`src/rtl/opal_pkg.sv`:
```
`default_nettype none
// ============================================================================
//  Module      : opal_pkg
//  Description : Shared types and constants for the OPAL receive sequencer:
//                sequencer state encoding, receiver state-watch encodings
//                and a small sizing helper.
//  Revision    : 1.0 - initial release
// ============================================================================
package opal_pkg;

   // Sequencer FSM states; the encoding is exported on o_state.
   typedef enum logic [2:0] {
      SQ_IDLE    = 3'd0,
      SQ_ARM     = 3'd1,
      SQ_SETTLE  = 3'd2,
      SQ_CAPTURE = 3'd3,
      SQ_GAP     = 3'd4
   } seq_state_t;

   // Receiver state-watch encodings as reported on rx_state.
   localparam logic [3:0] RX_ST_IDLE = 4'd0;
   localparam logic [3:0] RX_ST_HIGH = 4'd1;
   localparam logic [3:0] RX_ST_LOW  = 4'd2;
   localparam logic [3:0] RX_ST_GET  = 4'd3;
   localparam logic [3:0] RX_ST_WAIT = 4'd4;
   localparam logic [3:0] RX_ST_FAIL = 4'd5;

   // Larger of two integers, used to size the shared ARM/GAP timer.
   function automatic int max_int(input int a, input int b);
      return (a > b) ? a : b;
   endfunction

endpackage
`default_nettype wire

```
`src/rtl/opal_sat_counter.sv`:
```
`default_nettype none
// ============================================================================
//  Module      : opal_sat_counter
//  Description : Up-counter that sticks at all-ones. A clear request wins
//                over a same-cycle increment.
//  Revision    : 1.0 - initial release
// ============================================================================
module opal_sat_counter
   import opal_pkg::*;
#(
   parameter int CNT_WIDTH = 16
) (
   input  logic                 clk,
   input  logic                 rst,
   input  logic                 i_inc,
   input  logic                 i_clr,
   output logic [CNT_WIDTH-1:0] o_cnt
);

   logic [CNT_WIDTH-1:0] cnt_d;
   logic [CNT_WIDTH-1:0] cnt_q;

   // Next count: clear first, otherwise increment unless already saturated.
   always_comb begin
      cnt_d = cnt_q;
      if (i_clr) begin
         cnt_d = '0;
      end else if (i_inc && (cnt_q != '1)) begin
         cnt_d = cnt_q + CNT_WIDTH'(1);
      end
   end

   // Count register.
   always_ff @(posedge clk) begin
      if (rst) begin
         cnt_q <= '0;
      end else begin
         cnt_q <= cnt_d;
      end
   end

   assign o_cnt = cnt_q;

endmodule
`default_nettype wire

```
`src/rtl/opal_rx_sequencer.sv`:
```
`default_nettype none
// ============================================================================
//  Module      : opal_rx_sequencer
//  Description : Drives the OPAL parallel receiver enable, detects frame
//                completion on the falling edge of rx_ready, snapshots all
//                variables into a shadow frame handed to one consumer via
//                valid/ack, and supervises timeouts and receiver faults.
//  Revision    : 1.0 - initial release
// ============================================================================
module opal_rx_sequencer
   import opal_pkg::*;
#(
   parameter int QTD_VARIABLES    = 16,
   parameter int OPAL_INPUT_WIDTH = 16,
   parameter int TIMEOUT_CYCLES   = 2000,
   parameter int GAP_CYCLES       = 8,
   parameter int CNT_WIDTH        = 16
) (
   input  logic                                       clk,
   input  logic                                       rst,
   input  logic                                       i_start,
   input  logic                                       i_single,
   input  logic                                       i_stop,
   input  logic                                       i_clr,
   output logic                                       rx_enable,
   input  logic                                       rx_ready,
   input  logic [3:0]                                 rx_state,
   input  logic [QTD_VARIABLES*OPAL_INPUT_WIDTH-1:0]  rx_data,
   output logic [QTD_VARIABLES*OPAL_INPUT_WIDTH-1:0]  o_frame_data,
   output logic                                       o_frame_valid,
   input  logic                                       i_frame_ack,
   output logic [CNT_WIDTH-1:0]                       o_frame_cnt,
   output logic [CNT_WIDTH-1:0]                       o_err_cnt,
   output logic                                       o_overrun,
   output logic                                       o_busy,
   output logic [2:0]                                 o_state
);

   localparam int DATA_W  = QTD_VARIABLES * OPAL_INPUT_WIDTH;
   // One timer serves both the ARM timeout and the GAP hold-off.
   localparam int TMR_MAX = max_int(TIMEOUT_CYCLES, GAP_CYCLES);
   localparam int TMR_W   = $clog2(TMR_MAX + 1);

   localparam logic [TMR_W-1:0] C_TMO_LAST = TMR_W'(TIMEOUT_CYCLES - 1);
   localparam logic [TMR_W-1:0] C_GAP_LAST = TMR_W'(GAP_CYCLES - 1);

   seq_state_t          state_d, state_q;
   logic [TMR_W-1:0]    tmr_d, tmr_q;
   logic                cont_d, cont_q;
   logic                seen_d, seen_q;
   logic [DATA_W-1:0]   frame_d, frame_q;
   logic                valid_d, valid_q;
   logic                ovr_d, ovr_q;
   logic                frame_inc;
   logic                err_inc;

   // Next-state, timer, shadow frame and handshake logic.
   always_comb begin
      state_d   = state_q;
      tmr_d     = tmr_q;
      cont_d    = cont_q;
      frame_d   = frame_q;
      valid_d   = valid_q;
      ovr_d     = ovr_q;
      frame_inc = 1'b0;
      err_inc   = 1'b0;
      // rx_ready must be observed high before its fall counts as a frame end.
      seen_d    = (state_q == SQ_ARM) ? (seen_q | rx_ready) : 1'b0;

      // Stop only drops the continuous flag; start re-arms it while busy.
      if (i_stop) begin
         cont_d = 1'b0;
      end else if (i_start && (state_q != SQ_IDLE)) begin
         cont_d = 1'b1;
      end

      // The consumer's ack retires the frame unless a new capture lands now.
      if (valid_q && i_frame_ack && (state_q != SQ_CAPTURE)) begin
         valid_d = 1'b0;
      end

      case (state_q)
         SQ_IDLE: begin
            tmr_d = '0;
            if (i_start) begin
               cont_d  = 1'b1;
               state_d = SQ_ARM;
            end else if (i_single) begin
               cont_d  = 1'b0;
               state_d = SQ_ARM;
            end
         end

         SQ_ARM: begin
            tmr_d = tmr_q + TMR_W'(1);
            if ((rx_state == RX_ST_FAIL) || (tmr_q == C_TMO_LAST)) begin
               err_inc = 1'b1;
               tmr_d   = '0;
               state_d = SQ_GAP;
            end else if (seen_q && !rx_ready) begin
               tmr_d   = '0;
               state_d = SQ_SETTLE;
            end else if (i_stop && !seen_q && !rx_ready) begin
               // No frame in flight yet, so abandoning the attempt is safe.
               tmr_d   = '0;
               state_d = SQ_GAP;
            end
         end

         SQ_SETTLE: begin
            state_d = SQ_CAPTURE;
         end

         SQ_CAPTURE: begin
            frame_d   = rx_data;
            valid_d   = 1'b1;
            frame_inc = 1'b1;
            // Newest frame wins; flag the loss of an unconsumed one.
            if (valid_q && !i_frame_ack) begin
               ovr_d = 1'b1;
            end
            tmr_d   = '0;
            state_d = SQ_GAP;
         end

         SQ_GAP: begin
            if (tmr_q == C_GAP_LAST) begin
               tmr_d   = '0;
               state_d = cont_d ? SQ_ARM : SQ_IDLE;
            end else begin
               tmr_d = tmr_q + TMR_W'(1);
            end
         end

         default: begin
            tmr_d   = '0;
            state_d = SQ_IDLE;
         end
      endcase

      // Clear beats a same-cycle overrun.
      if (i_clr) begin
         ovr_d = 1'b0;
      end
   end

   // State and datapath registers.
   always_ff @(posedge clk) begin
      if (rst) begin
         state_q <= SQ_IDLE;
         tmr_q   <= '0;
         cont_q  <= 1'b0;
         seen_q  <= 1'b0;
         frame_q <= '0;
         valid_q <= 1'b0;
         ovr_q   <= 1'b0;
      end else begin
         state_q <= state_d;
         tmr_q   <= tmr_d;
         cont_q  <= cont_d;
         seen_q  <= seen_d;
         frame_q <= frame_d;
         valid_q <= valid_d;
         ovr_q   <= ovr_d;
      end
   end

   opal_sat_counter #(
      .CNT_WIDTH (CNT_WIDTH)
   ) u_frame_cnt (
      .clk   (clk),
      .rst   (rst),
      .i_inc (frame_inc),
      .i_clr (i_clr),
      .o_cnt (o_frame_cnt)
   );

   opal_sat_counter #(
      .CNT_WIDTH (CNT_WIDTH)
   ) u_err_cnt (
      .clk   (clk),
      .rst   (rst),
      .i_inc (err_inc),
      .i_clr (i_clr),
      .o_cnt (o_err_cnt)
   );

   // Enable stays high through SETTLE/CAPTURE so only GAP holds it low.
   assign rx_enable     = (state_q == SQ_ARM) || (state_q == SQ_SETTLE) ||
                          (state_q == SQ_CAPTURE);
   assign o_busy        = (state_q != SQ_IDLE);
   assign o_state       = state_q;
   assign o_frame_data  = frame_q;
   assign o_frame_valid = valid_q;
   assign o_overrun     = ovr_q;

endmodule
`default_nettype wire

```
`config.mk`:
```
export PLATFORM = sky130hd
export DESIGN_NAME = opal_rx_sequencer
export DESIGN_NICKNAME = d
export VERILOG_FILES = /design/src/rtl/opal_pkg.sv /design/src/rtl/opal_sat_counter.sv /design/src/rtl/opal_rx_sequencer.sv
export SDC_FILE = /design/constraint.sdc
export NUM_CORES = 1
export LEC_CHECK = 0
export ABC_AREA = 1
export BUFFER_PORTS_ARGS = -buffer_cell sky130_fd_sc_hd__buf_2
export CAP_MARGIN = 10
export CORE_AREA = 2 2 220 222
export DETAILED_ROUTE_END_ITERATION = 6
export DIE_AREA = 0 0 222 224
export MAX_ROUTING_LAYER = met4
export SYNTH_ARGS = -nofsm -noshare
export SYNTH_HDL_FRONTEND = slang
export SYNTH_SLANG_ARGS = --single-unit
```
`constraint.sdc`:
```
create_clock -name clk -period 3.2 [get_ports clk]
set_input_delay 0.64 -clock clk [delete_from_list [all_inputs] [get_ports clk]]
set_output_delay 0.64 -clock clk [all_outputs]
set_load 0.005 [all_outputs]
```
==> run metrics, run 1 <==
outcome=finished, final reports clean; hold wc startpoint=rx_data[125]; final cell count without fillers=about 2700; Pre-Repair DR Iteration Count=5; die area=49700 sq um; effective utilization at floorplan=0.243; average cell area after synthesis=7.50 sq um; post-detailed-route count of antenna-violating nets=0; I/O pin total=~560; Max clock buf depth=3; total routing usage reported by global routing=0.146; required arrival time at the worst endpoint=~3.7 ns; worst flop-to-flop path endpoint=u_frame_cnt.o_cnt[9]$_SDFFE_PP0P_; residual DRC count=0; fin crit share=0.651; #FFs+latches synth=around 300; Async S/R FF share, synth=0; post-CTS setup buffer count=0; total design power=between 8 and 9 mW; Max Cap Viol=0; launch point of the worst reg-to-reg path=o_state[1]$_SDFFE_PP0P_; Hold Violations, Final=0; setup TNS=0 ns; clock insertion delay at the later pin of the skew report=approximately 0.53 ns; LEAKAGE=just over 8 nW; Synth Net Count=1803; number of pins with negative max-slew slack in the final report=0; hold path depth=3; Setup CP Type=register to register; share of synthesized area occupied by flip-flops and latches=0.533; synthesized netlist cell count=1532; total core area=roughly 47000 sq um; vias in the first global route=between 10000 and 15000; worst min path class=input pin to register; final RePlAce weighted congestion=approximately 0.86; FF-to-FF path depth=7; Worst Path Arrival=approximately 2.5 ns; Fill cells=roughly 5000; Worst setup startpoint=o_state[1]$_SDFFE_PP0P_; clock slew at the register clock pins of the worst setup and hold paths=around 0.060 ns; fmax=around 480 MHz; RSZ-0062 raised after global routing=false; wire length of the first global-routing pass=58100 um; dominant register cell in the synthesized netlist=sky130_fd_sc_hd__dfxtp_1; area growth from synthesis to final layout=39.6%; CTS-repair resized insts=0; pin count of the biggest net entering global routing=165; post-synthesis instance area=between 10000 and 15000 sq um; Post-Route WL=roughly 38000 um; power per cell area=~540 nW/um^2; Die Span Y=between 200 and 250 um; final count of negative-setup-slack endpoints=0; area of all placed cells without fillers=~16000 sq um; Yosys warnings=0; synth unique cells=31; startpoint types=register; maximum ir drop on the vdd rail=around 380 uV; reg-to-reg slack, setup=1.12 ns; CTS HTree Levels=2; remaining max-slew budget at the tightest pin=0.514; total number of clock tree sinks=306; clock tree root driver cell=sky130_fd_sc_hd__clkbuf_16; net count of the finished layout=2322; TritonCTS clock tree=done; placed cells=2628; type of destination of the critical path=register; fraction of final layout cells sized beyond drive strength 1=0.309; Clock Skew=0.00927 ns; count of port buffers added during placement=between 500 and 600; clock period minus worst slack=roughly 2.1 ns; number of antenna violations at the first check in global routing=1; placement row count=80; via density per instance=4.45; count of hold buffers inserted by post-cts repair=0; drt wl/cell=between 10 and 15 um; 1st-iter DRT viols=~640; placement-stage cell area=14800 sq um; grt ovf=0; capture endpoint of the worst hold path=o_frame_data[125]$_SDFFE_PP0P_; actual slew at the worst max-slew pin=0.729 ns; DP Wirelength=between 20000 and 30000 um; EDFF count, synth=0; Die W=about 220 um; maximum fanout along the worst path=95; total CTS buffers=36; count of vias placed by the detailed router=about 12000
-- worst max-delay path, cell delays in order (launching register included) --
cell	delay, ns
sky130_fd_sc_hd__dfxtp_1	0.40
sky130_fd_sc_hd__inv_2	0.08
sky130_fd_sc_hd__nor3_4	0.42
sky130_fd_sc_hd__buf_12	0.34
sky130_fd_sc_hd__nand2_4	0.20
sky130_fd_sc_hd__inv_2	0.25
sky130_fd_sc_hd__o21ai_0	0.14
sky130_fd_sc_hd__a21oi_1	0.15
-- flip-flops by register name (all words and copies together) (netlist names) --
signal,count
o_state,3
cont_q,1
seen_q,1
o_overrun,1
u_err_cnt.o_cnt,16
o_frame_data,256
o_frame_valid,1
tmr_q,11
u_frame_cnt.o_cnt,16
-- per-stage QoR --
step	util	setup WS, ns	hold slack (ns)
after CTS	0.339	1.09	0.280
after floorplan	-	1.55	0.458
after global routing	0.339	0.913	0.304
after detailed placement	0.313	1.13	0.467
final	0.339	1.12	0.327
after global placement	0.313	1.16	0.468
-- cell usage in the layout, fill, tap and decap left out, types with 2 or more instances in the layout --
cell type	netlist	final
sky130_fd_sc_hd__nor2_2	2	2
sky130_fd_sc_hd__dfxtp_1	306	306
sky130_fd_sc_hd__o21ai_0	267	267
sky130_fd_sc_hd__xnor2_1	4	4
sky130_fd_sc_hd__nand3_1	25	25
sky130_fd_sc_hd__xor2_1	18	18
sky130_fd_sc_hd__buf_12	0	6
sky130_fd_sc_hd__a21oi_1	40	40
sky130_fd_sc_hd__and2_1	2	2
sky130_fd_sc_hd__inv_6	0	5
sky130_fd_sc_hd__nor3_1	11	11
sky130_fd_sc_hd__o21ai_1	3	3
sky130_fd_sc_hd__buf_2	51	562
sky130_fd_sc_hd__nand4_1	10	10
sky130_fd_sc_hd__ha_1	3	3
sky130_fd_sc_hd__nand3_2	2	2
sky130_fd_sc_hd__clkbuf_8	0	12
sky130_fd_sc_hd__inv_2	3	2
sky130_fd_sc_hd__bufinv_16	0	2
sky130_fd_sc_hd__nand2_2	2	2
sky130_fd_sc_hd__nand2_1	121	121
sky130_fd_sc_hd__clkbuf_1	37	9
sky130_fd_sc_hd__clkbuf_16	0	37
sky130_fd_sc_hd__nand3b_1	2	2
sky130_fd_sc_hd__nor2_1	566	566
sky130_fd_sc_hd__inv_1	45	44
sky130_fd_sc_hd__buf_4	2	6
-- logic make-up (layout without fill, tap and decap cells) --
group	Yosys count	in the layout	synth area share
xor+xnor	22	22	0.0168
simple gates	747	747	0.256
fa+ha+maj	3	3	0.00327
flops	306	306	0.533
compound gates	313	313	0.137
other cells	0	1	0
buf+inv	141	687	0.0536
-- synthesized netlist by cell type (3+ instances only) --
library cell,count,share of area
sky130_fd_sc_hd__nand3_1,25,0.011
sky130_fd_sc_hd__clkbuf_1,37,0.012
sky130_fd_sc_hd__dfxtp_1,306,0.53
sky130_fd_sc_hd__o21ai_1,3,0.0013
sky130_fd_sc_hd__nor3_1,11,0.0048
sky130_fd_sc_hd__xnor2_1,4,0.0031
sky130_fd_sc_hd__nand2_1,121,0.040
sky130_fd_sc_hd__xor2_1,18,0.014
sky130_fd_sc_hd__inv_2,3,0.00098
sky130_fd_sc_hd__o21ai_0,267,0.12
sky130_fd_sc_hd__ha_1,3,0.0033
sky130_fd_sc_hd__a21oi_1,40,0.017
sky130_fd_sc_hd__nor2_1,566,0.18
sky130_fd_sc_hd__buf_2,51,0.022
sky130_fd_sc_hd__inv_1,45,0.015
sky130_fd_sc_hd__nand4_1,10,0.0054
-- worst max path at each step --
stage	to	slack [ns]	cells past startpoint
after global placement	u_frame_cnt.o_cnt[9]$_SDFFE_PP0P_	1.16	7
after CTS	u_frame_cnt.o_cnt[9]$_SDFFE_PP0P_	1.09	7
after floorplan	o_frame_data[100]$_SDFFE_PP0P_	1.55	7
final	u_frame_cnt.o_cnt[9]$_SDFFE_PP0P_	1.12	7
after global routing	u_frame_cnt.o_cnt[14]$_SDFFE_PP0P_	0.91	7
after detailed placement	u_frame_cnt.o_cnt[9]$_SDFFE_PP0P_	1.13	7
-- layout make-up --
cell class / count / area, sq um / share of cell area
timing repair buffer: 574 / 2980 / 0.186
inverter: 48 / 193 / 0.0120
antenna: 1 / 2.50 / 0.000156
tap: 615 / 769 / 0.0480
clock inverter: 7 / 100 / 0.00624
sequential: 306 / 6130 / 0.382
clock buffer: 58 / 1120 / 0.0701
multi-input combinational: 1085 / 4740 / 0.296
-- power breakdown --
group | internal [mW] | switching, mW
logic | 0.236 | 0.311
clock network | 2.58 | 1.63
registers | 3.87 | 0.0439
total | 6.68 | 1.99
-- layer usage --
metal	track usage	up-vias	routed length, um
met5	-	-	0
met4	0.0628	0	1280
met3	0.0376	83	2760
met2	0.244	486	18400
met1	0.166	5488	15400
li1	-	5932	-
(Power assumes the default switching activity.)
==> run 2: changes to the inputs <==
--- a/config.mk
+++ b/config.mk
@@ -8,9 +8,9 @@
 export ABC_AREA = 1
 export BUFFER_PORTS_ARGS = -buffer_cell sky130_fd_sc_hd__buf_2
 export CAP_MARGIN = 10
-export CORE_AREA = 2 2 220 222
+export CORE_AREA = 2 2 216 218
 export DETAILED_ROUTE_END_ITERATION = 6
-export DIE_AREA = 0 0 222 224
+export DIE_AREA = 0 0 218 220
 export MAX_ROUTING_LAYER = met4
 export SYNTH_ARGS = -nofsm -noshare
 export SYNTH_HDL_FRONTEND = slang
==> constraint.sdc (replaced) <==
create_clock -name clk -period 2 [get_ports clk]
set_input_delay 0.4 -clock clk [delete_from_list [all_inputs] [get_ports clk]]
set_output_delay 0.4 -clock clk [all_outputs]
set_load 0.005 [all_outputs]
==> run 2 against run 1 <==
  * Flip-flop and latch count stayed put
  * Register-to-register slack worse by 0.93 ns
  * Total power is 57% higher
  * Via count hardly changed
  * Critical path depth is 1 lower
  * Largest power group unchanged
  * Setup slack worse by 0.93 ns
  * Highest routed layer unchanged
  * Non-clock buffer count is 25 higher
  * Clock power is 53% higher
  * Sequential share of layout area is 0.42 points lower
  * Critical endpoint is now o_frame_data[237]$_SDFFE_PP0P_
  * Fmax is 15% higher
==> run metrics, run 2 (synthesis results as in run 1) <==
Max clock buf depth=3; net count of the finished layout=roughly 2300; Die W=approximately 220 um; residual DRC count=0; total CTS buffers=35; power per cell area=~840 nW/um^2; post-detailed-route count of antenna-violating nets=0; required arrival time at the worst endpoint=2.45 ns; fin crit share=0.906; worst min path class=input pin to register; actual slew at the worst max-slew pin=0.487 ns; CTS HTree Levels=2; clock tree root driver cell=sky130_fd_sc_hd__clkbuf_16; fraction of final layout cells sized beyond drive strength 1=0.317; remaining max-slew budget at the tightest pin=0.675; amount of wire on met3 after detailed routing=approximately 2700 um; TritonCTS clock tree=done; clock insertion delay at the later pin of the skew report=0.52 ns; setup TNS=0 ns; startpoint types=register; final RePlAce weighted congestion=around 0.9; number of antenna violations at the first check in global routing=2; reg-to-reg slack, setup=around 0.19 ns; clock slew at the register clock pins of the worst setup and hold paths=roughly 0.060 ns; vias in the first global route=10889; final count of negative-setup-slack endpoints=0; grt ovf=0; maximum ir drop on the vdd rail=around 670 uV; Max Used Layer=met4; LEAKAGE=8.30 nW; met2 wirelength from detailed routing=about 18000 um; total routing usage reported by global routing=0.150; Met1 Wirelength=16200 um; Max Cap Viol=0; Worst Path Arrival=2.27 ns; Die Span Y=between 200 and 250 um; 1st-iter DRT viols=~730; drt wl/cell=approximately 14 um; clock period minus worst slack=between 1.5 and 2 ns; Util after Layout=0.354; leading cell type in the layout, fill and taps excluded=sky130_fd_sc_hd__nor2_1; DP Wirelength=between 20000 and 30000 um; Clock Skew=around 0.0087 ns; total number of clock tree sinks=just over 300; maximum fanout along the worst path=40; Fill cells=a little under 5000; Pre-Repair DR Iteration Count=5; type of destination of the critical path=register; pin count of the biggest net entering global routing=84; count of hold buffers inserted by post-cts repair=0; number of flip-flops under the largest register name=256; effective utilization at floorplan=0.250; RSZ-0062 raised after global routing=false; commonest non-fill, non-tap cells in the layout=566 x sky130_fd_sc_hd__nor2_1, 562 x sky130_fd_sc_hd__buf_2, 305 x sky130_fd_sc_hd__dfxtp_1, 267 x sky130_fd_sc_hd__o21ai_0, 121 x sky130_fd_sc_hd__nand2_1; area growth from synthesis to final layout=41.2%; Post-Route WL=between 30000 and 40000 um; count of port buffers added during placement=approximately 560; I/O pin total=563; wire length of the first global-routing pass=about 57000 um; die area=48000 sq um; fmax=between 500 and 600 MHz; placement row count=79; outcome=finished, final reports clean; count of vias placed by the detailed router=~12000; total core area=between 40000 and 50000 sq um; number of pins with negative max-slew slack in the final report=0; Hold Violations, Final=0; via density per instance=4.43; Setup CP Type=register to register
[run 2: final cells by class]
| class | count | area, sq um | share of cell area |
|---|---|---|---|
| inverter | 48 | 193 | 0.0119 |
| sequential | 306 | 6130 | 0.378 |
| clock inverter | 5 | 100 | 0.00617 |
| multi-input combinational | 1085 | 4760 | 0.294 |
| timing repair buffer | 599 | 3220 | 0.198 |
| clock buffer | 50 | 1050 | 0.0650 |
| tap | 607 | 759 | 0.0468 |
| antenna | 2 | 5.00 | 0.000309 |
[run 2: path summary, 6_finish.rpt]
check | start | end | cells after the start
setup / recovery | o_state[1]$_SDFFE_PP0P_ | o_frame_data[237]$_SDFFE_PP0P_ | 6
hold / removal | rx_data[194] | o_frame_data[194]$_SDFFE_PP0P_ | 3
setup reg to reg | o_state[1]$_SDFFE_PP0P_ | o_frame_data[237]$_SDFFE_PP0P_ | 6
hold reg to reg | tmr_q[1]$_SDFFE_PP0N_ | tmr_q[1]$_SDFFE_PP0N_ | 2
[run 2: what timing repair did]
| item | CTS | global route |
|---|---|---|
| setup endpoints to repair | 0 | 18 |
| buffers inserted | 0 | 7 |
| gates resized for setup | 0 | 4 |
[run 2: through the flow]
stage / hold WS, ns / worst slack (ns) / std cells / power [mW] / area [sq um]
detailed placement: 0.475 / 0.155 / 2638 / 7.30 / 15000
finish: 0.101 / 0.189 / 2702 / 13.6 / 16200
floorplan: 0.458 / 0.404 / 1532 / 6.78 / 11500
CTS: 0.0554 / 0.132 / 2693 / 13.8 / 16100
global route: 0.0669 / 0.0381 / 2702 / 14.2 / 16200
global placement: 0.460 / 0.219 / 2638 / 7.28 / 15000
[run 2: metal layers]
layer | global-route usage | vias to the layer above
met4 | 0.0649 | 0
li1 | - | 5973
met2 | 0.237 | 448
met3 | 0.0301 | 69
met1 | 0.186 | 5488
met5 | - | -
[run 2: critical path, stage by stage (launching register included)]
cell	delay, ns
sky130_fd_sc_hd__dfxtp_1	0.41
sky130_fd_sc_hd__inv_2	0.08
sky130_fd_sc_hd__nor3_4	0.39
sky130_fd_sc_hd__buf_12	0.25
sky130_fd_sc_hd__buf_4	0.32
sky130_fd_sc_hd__o21ai_0	0.14
sky130_fd_sc_hd__nor2_1	0.11
[run 2: power by group]
| group | leakage (nW) | internal [mW] | switching [mW] |
|---|---|---|---|
| logic | 5.26 | 0.391 | 0.527 |
| registers | 2.47 | 6.19 | 0.0673 |
| clock network | 0.570 | 4.01 | 2.44 |
